[src/rtl/serial_parallel_deser.sv]
// Serial-to-parallel deserialiser for the serial adder datapath.
// Collects LANES bits per enabled beat into a WIDTH-bit word (LSB-first or
// MSB-first) and presents each finished word through a single holding
// register with a valid/ready output.
//
// Optional feature macro: SP_PARITY_EN
//   When defined, each word is followed by one extra parity beat (serial_i[0],
//   even parity). The word completes on that beat and parity_err_o reports
//   (^word) ^ parity_bit alongside data_o. When undefined, parity_err_o is
//   tied to 0.
//
// Output handshake: valid_o high means data_o holds an unconsumed word; the
// word is consumed at any rising edge where valid_o & ready_i. data_o is
// stable while valid_o is high. A word completing while valid_o & !ready_i is
// dropped and signalled by a one-cycle overrun_o pulse.
//
// state_o exposes the FSM state (0 = FILL, 1 = LAST) for observation.

module serial_parallel_deser #(
    parameter int WIDTH     = 8,
    parameter int LANES     = 1,
    parameter int MSB_FIRST = 0,
    localparam int BEATS    = WIDTH / LANES,
    localparam int CNT_W    = $clog2(BEATS + 1)
) (
    input  logic             clk_i,
    input  logic             reset_n_i,
    input  logic             enable_i,
    input  logic             start_i,
    input  logic [LANES-1:0] serial_i,
    output logic [WIDTH-1:0] data_o,
    output logic             valid_o,
    input  logic             ready_i,
    output logic [CNT_W-1:0] beat_cnt_o,
    output logic             overrun_o,
    output logic             parity_err_o,
    output logic             state_o
);

    // Count value of the final data beat of a word.
    localparam logic [CNT_W-1:0] LAST_BEAT = CNT_W'(BEATS - 1);
    // Count after a start beat has been accepted as beat 0.
    localparam logic [CNT_W-1:0] CNT_AFTER_START = (BEATS > 1) ? CNT_W'(1) : '0;

`ifdef SP_PARITY_EN
    typedef enum logic {
        FILL = 1'b0,
        LAST = 1'b1
    } state_t;
`else
    typedef enum logic {
        FILL = 1'b0
    } state_t;
`endif

    state_t           state_q;
    state_t           next_state;
    logic [WIDTH-1:0] shift_reg;
    logic [WIDTH-1:0] next_shift;
    logic [WIDTH-1:0] shifted;
    logic [WIDTH-1:0] word;
    logic [CNT_W-1:0] next_cnt;
    logic [WIDTH-1:0] next_data;
    logic             next_valid;
    logic             next_overrun;
    logic             complete;
`ifdef SP_PARITY_EN
    logic             parity_bit;
    logic             next_perr;
    logic             perr_q;
`endif

    // Merge one beat into the partial word. LSB-first: beats enter at the top
    // and move right, so the first beat ends in the LSBs with lane 0 lowest.
    // MSB-first: beats enter at the bottom and move left, with lane 0 placed
    // at the higher bit index of the beat.
    function automatic logic [WIDTH-1:0] shift_in(input logic [WIDTH-1:0] cur,
                                                  input logic [LANES-1:0] beat);
        logic [LANES-1:0] rev;
        for (int i = 0; i < LANES; i++) begin
            rev[i] = beat[LANES-1-i];
        end
        if (MSB_FIRST != 0) begin
            return (cur << LANES) | WIDTH'(rev);
        end else begin
            return (cur >> LANES) | (WIDTH'(beat) << (WIDTH - LANES));
        end
    endfunction

    assign state_o = state_q;

`ifdef SP_PARITY_EN
    assign parity_err_o = perr_q;
`else
    assign parity_err_o = 1'b0;
`endif

    // Next-state, shifter, counter and output-register logic.
    always_comb begin
        next_state   = state_q;
        next_shift   = shift_reg;
        next_cnt     = beat_cnt_o;
        next_data    = data_o;
        next_valid   = valid_o;
        next_overrun = 1'b0;
        complete     = 1'b0;
        word         = shift_reg;
        shifted      = shift_in(shift_reg, serial_i);
`ifdef SP_PARITY_EN
        parity_bit   = 1'b0;
        next_perr    = perr_q;
`endif

        // Consumption of the held word.
        if (valid_o && ready_i) begin
            next_valid = 1'b0;
        end

        if (start_i) begin
            // Frame realignment: the partial word (or a word waiting for its
            // parity beat) is discarded and never completes.
            next_state = FILL;
            if (enable_i) begin
                next_shift = shift_in('0, serial_i);
                next_cnt   = CNT_AFTER_START;
            end else begin
                next_shift = '0;
                next_cnt   = '0;
            end
        end else if (enable_i) begin
            case (state_q)
`ifdef SP_PARITY_EN
                LAST: begin
                    // Parity beat: word is already fully assembled.
                    complete   = 1'b1;
                    word       = shift_reg;
                    parity_bit = serial_i[0];
                    next_shift = '0;
                    next_state = FILL;
                end
`endif
                default: begin
                    if (beat_cnt_o == LAST_BEAT) begin
                        next_cnt = '0;
`ifdef SP_PARITY_EN
                        next_shift = shifted;
                        next_state = LAST;
`else
                        complete   = 1'b1;
                        word       = shifted;
                        next_shift = '0;
`endif
                    end else begin
                        next_shift = shifted;
                        next_cnt   = beat_cnt_o + 1'b1;
                    end
                end
            endcase
        end

        // Delivery into the holding register, or drop on overrun.
        if (complete) begin
            if (valid_o && !ready_i) begin
                next_overrun = 1'b1;
            end else begin
                next_data  = word;
                next_valid = 1'b1;
`ifdef SP_PARITY_EN
                next_perr  = (^word) ^ parity_bit;
`endif
            end
        end
    end

    // State, shifter, counter and output registers with synchronous reset.
    always_ff @(posedge clk_i) begin
        if (reset_n_i) begin
            state_q    <= FILL;
            shift_reg  <= '0;
            beat_cnt_o <= '0;
            data_o     <= '0;
            valid_o    <= 1'b0;
            overrun_o  <= 1'b0;
        end else begin
            state_q    <= next_state;
            shift_reg  <= next_shift;
            beat_cnt_o <= next_cnt;
            data_o     <= next_data;
            valid_o    <= next_valid;
            overrun_o  <= next_overrun;
        end
    end

`ifdef SP_PARITY_EN
    // Parity status register, loaded together with data_o.
    always_ff @(posedge clk_i) begin
        if (reset_n_i) begin
            perr_q <= 1'b0;
        end else begin
            perr_q <= next_perr;
        end
    end
`endif

endmodule

[config.mk]
export PLATFORM = sky130hd
export DESIGN_NAME = serial_parallel_deser
export DESIGN_NICKNAME = d
export VERILOG_FILES = /design/src/rtl/serial_parallel_deser.sv
export SDC_FILE = /design/constraint.sdc
export NUM_CORES = 1
export LEC_CHECK = 0
export CAP_MARGIN = 20
export CORE_AREA = 2 2 50 52
export DETAILED_ROUTE_END_ITERATION = 10
export DIE_AREA = 0 0 52 54
export MAX_ROUTING_LAYER = met4
export PLACE_DENSITY = 0.69
export SLEW_MARGIN = 10
export SYNTH_ARGS = -nofsm -noshare
export SYNTH_HDL_FRONTEND = slang
export SYNTH_SLANG_ARGS = --single-unit
export TNS_END_PERCENT = 30
[constraint.sdc]
create_clock -name clk_i -period 1.3 [get_ports clk_i]
set_clock_uncertainty 0.05 [all_clocks]
set_input_delay 0.26 -clock clk_i [delete_from_list [all_inputs] [get_ports clk_i]]
set_output_delay 0.26 -clock clk_i [all_outputs]
set_load 0.005 [all_outputs]
# Yosys cells after proc, flatten, opt, wreduce, memory -nomap -nowiden

Cells that the tools add are included.

Register bits after elaboration: 22
Input port bits: 6

Add/sub/neg operators: 1
Eq/ne operators: 1
Multiplexer cells: 18
Bitwise logic cells: 3
Reductions and logical operators: 6

Operator list:

| kind                                                             | count |
|---|---|
| 8-bit two-way mux                                                | 7 |
| 4-bit two-way mux                                                | 3 |
| 1-bit two-way mux                                                | 8 |
| 7-bit by 8-bit OR with 8-bit output                              | 1 |
| 4-bit by 1-bit adder with 4-bit output (second input constant)   | 1 |
| 4-bit by 3-bit == test with 1-bit output (second input constant) | 1 |
| 1-bit logical AND                                                | 2 |
| 1-bit NOT                                                        | 2 |
| 2-bit AND reduction                                              | 1 |
| 2-bit nonzero test                                               | 1 |
| 2-bit OR reduction                                               | 1 |
| 1-bit logical NOT                                                | 1 |

# Logic depth before layout (Yosys ltp)

Depth after elaboration: 6
Gate-level depth with buffers: 5
Mapped depth without buffers: 4

# Worst setup path before layout

Ideal clock, no wire load.

Kind: register -> register
Start point: register beat_cnt_o[0]
End point: register data_o[0]
Library setup time: 0.132 ns
Data arrival time: 1.136 ns
Slack: -0.018 ns
Stages on the path, launching flop included: 6
Buffers on the path: 1
Cells stage by stage: dfxtp_1 -> ha_1 -> nand4bb_1 -> buf_6 -> o31ai_1 -> a21oi_1

Word-level cells in the longest chain between the ends: 5

Ends and longest elaborated chain:

| what                                       | RTL line | RTL |
|---|---|---|
| start, declared                            | 34       | `output logic [CNT_W-1:0] beat_cnt_o,` |
| start signal, assigned                     | 187      | `beat_cnt_o <= next_cnt;` |
| 4-bit by 3-bit == test with 1-bit output * | 143      | `if (beat_cnt_o == LAST_BEAT) begin` |
| 1-bit two-way mux                          | 143      |  |
| 1-bit two-way mux                          | 130      | `end else if (enable_i) begin` |
| 1-bit two-way mux                          | 119      | `if (start_i) begin` |
| 2-bit AND reduction (no source line)       | --       |  |
| end signal, assigned                       | 188      | `data_o <= next_data;` |
| end, declared                              | 31       | `output logic [WIDTH-1:0] data_o,` |

Mark *: on every way between the ends. The rest lies on a longest branch, timed or not.
A chain may end at the register's enable or synchronous reset.

# Worst setup path in the final report

Start point: register beat_cnt_o[0]
End point: register data_o[6]

The elaborated chain is that of the path after synthesis.

==> reports/results.ini <==
[critical_path]
cp_max_fo=5
end_kind=register
critPathRequiredTime_ns=1.45
worstPathArrival_ns=1.55
r2r_end=data_o[6]$_SDFFE_PP0P_
r2r_start=beat_cnt_o[0]$_SDFFE_PP0P_
start_kind=register
crit_type=reg -> reg
r2r_cells=6
reg2reg_slack_ns=-0.11

[global_route]
grt_max_degree=15
grt_pass1_wl_mm=3.54
grt.total_usage_pct=18.0
antenna_found_initial=0
grt_pass1_vias=751
gr-total-overflow=0

[synthesis]
yosys-top-cells-area=dfxtp_1 47%, mux2i_1 7.8%, o31ai_1 6.7%
yosysMostFrequentCell=dfxtp_1
yosysUniqueCellTypes=27
ys.flop_type=dfxtp_1
synthCells=96
ys_seq_elements=21
synth_top_area_share_pct=46.7
syn_avg_cell_area_um2=9.37
synth_commonest_cells=21 x dfxtp_1, 9 x a21oi_1, 9 x nand4_1, 9 x nor2_1, 8 x o31ai_1
yosysWarningCount=0
yosysSeqAreaShare_pct=46.7
syn_area_um2=900
synth_top_cell_by_area=dfxtp_1
async_flop_share_pct=0
synth_edf_count=0

[floorplan]
initial_core_util_pct=38.8
rows=18
die_width_um=52
num_io_pins=22
design.die.area_um2=2810
die_height_um=54
core-area_um2=2320

[power_and_ir_drop]
switching_share_pct=24.6
internal_power_uw=822
switching_power_uw=269
p_leak_nw=0.556
ir_worst_vdd_v=0.000452
pwr-share-clk_pct=28.9
total_power_mw=1.09
power.density_nw_per_um2=777
p_comb_share_pct=11.4
seqPwrFrac_pct=59.7

[cells_and_area]
fin_area_um2=1410
seq_area_um2=442
largest_register_ffs=8
final_cell_count_no_fill=160
diodes=0
num-nets-final=138
areaGrowthSynthToFinish_pct=56.2
drive_above_1_share_pct=43.8
multi_input_area_um2=554
fillers=185

[placed_design]
place_inst=147
io_buffers=19
place_area_um2=1150
routabilityCongestion=0.738
place_hpwl_mm=1.40

[timing]
post-route-period-util_pct=108
final-setup-viol-count=16
rsz0062_at_grt=true
hold-worst-slack_ns=0.426
fin_ws_ns=-0.106
min_period_ns=1.41
hold_viol=0
fmax_mhz=711
fin_setup_tns_ns=-0.916
final-max-slew-violation-count=0

[status]
violations=negative setup slack
run_status=finished, violations left

[clocking]
root_buffer=clkbuf_4
clk_pin_slew_worst_paths_ns=0.12
hold_buffers=0
htree_levels=1
clkLatencyLatePin_ns=0.30
cts_made_buffers=3
clock_sinks=21
cts_buffer_depth=2
cts_tree=yes

[hold_path]
worstHoldPathCells=2
hp-start=data_o[4]$_SDFFE_PP0P_
hold_path_class=reg -> reg
min_to=data_o[4]$_SDFFE_PP0P_

[routing]
drc=0
avgViaCountPerCell=5.29
detail-route-antenna-nets=0
drtIter0Drc=11
via_count=847
wl_per_cell_um=15.4
wl_mm=2.46
first_pass_iters=4

[job]
maxCapViolations=0

## what timing repair did
| item | CTS | global route |
|---|---|---|
| pin swaps | 3 | 19 |
| gates cloned | 0 | 1 |
| endpoints found under the setup margin | 28 | 21 |
| buffers inserted | 6 | 2 |
| resized for setup | 37 | 24 |
## worst max-delay path, cell delays in order, from the launching register on
cell	delay (ns)
dfxtp_4	0.37
buf_6	0.10
ha_4	0.16
nand4bb_4	0.13
buf_6	0.17
o31ai_4	0.24
a21oi_2	0.09
## routing by layer
layer | track usage (%) | vias to the layer above | part of all wire, %
li1 | - | 418 | -
met1 | 18.7 | 402 | 41
met2 | 33.1 | 23 | 54
met3 | 2.50 | 4 | 2.8
met4 | 9.21 | 0 | 2.0
met5 | - | - | 0
## stage by stage
step                      util (%)  setup WS (ns)
after floorplan                  -       0.000276
after global placement        49.8         -0.273
after detailed placement      49.8         -0.319
after CTS                     55.0        -0.0899
after global routing          60.6         -0.161
final                         60.6         -0.106
## worst max path at each step
| stage | end | startpoint | cells after the start |
|---|---|---|---|
| final | data_o[6]$_SDFFE_PP0P_ | beat_cnt_o[0]$_SDFFE_PP0P_ | 6 |
| after global placement | data_o[1]$_SDFFE_PP0P_ | start_i | 5 |
| after detailed placement | data_o[6]$_SDFFE_PP0P_ | start_i | 5 |
| after global routing | data_o[6]$_SDFFE_PP0P_ | beat_cnt_o[0]$_SDFFE_PP0P_ | 6 |
| after floorplan | data_o[0]$_SDFFE_PP0P_ | beat_cnt_o[1]$_SDFFE_PP0P_ | 5 |
| after CTS | beat_cnt_o[3]$_SDFFE_PP0P_ | beat_cnt_o[0]$_SDFFE_PP0P_ | 5 |
## power by group through the flow
stage               combinational [mW]  clock [mW]  sequential (mW)
floorplan                       0.0485           0            0.669
global placement                0.0859           0            0.670
detailed placement              0.0880           0            0.670
CTS                              0.103       0.326            0.651
global route                     0.132       0.362            0.652
finish                           0.124       0.315            0.651
## layout make-up
| class | instances | area share (%) |
|---|---|---|
| clock buffers | 3 | 1.60 |
| repair buffers | 39 | 24.2 |
| well taps | 30 | 2.67 |
| inverters | 1 | 0.267 |
| multi-input cells | 65 | 39.4 |
| flip-flops and latches | 21 | 31.4 |
| clock inverters | 1 | 0.356 |
## cell families after synthesis
family,synth area share (%)
mux,7.79
other cells,0.417
flops,46.7
compound gates,15.2
fa+ha+maj,1.39
buf+inv,7.37
xor+xnor,0.974
simple gates,20.2
## layout by cell type, fill, tap and decap left out, types with 2 or more instances in the layout
cell type	n
dfxtp_1	8
nor3_1	3
o31ai_4	4
a21oi_1	8
nand4_1	9
o31ai_2	4
dlygate4sd2_1	12
nor2_1	7
mux2i_1	7
dfxtp_2	11
nand2_1	4
clkdlybuf4s50_1	5
clkbuf_4	3
buf_6	6
dfxtp_4	2
nor2_2	2
buf_4	15
nand3b_1	2
conb_1	2
Note: power is estimated with default switching activity, not from simulation.
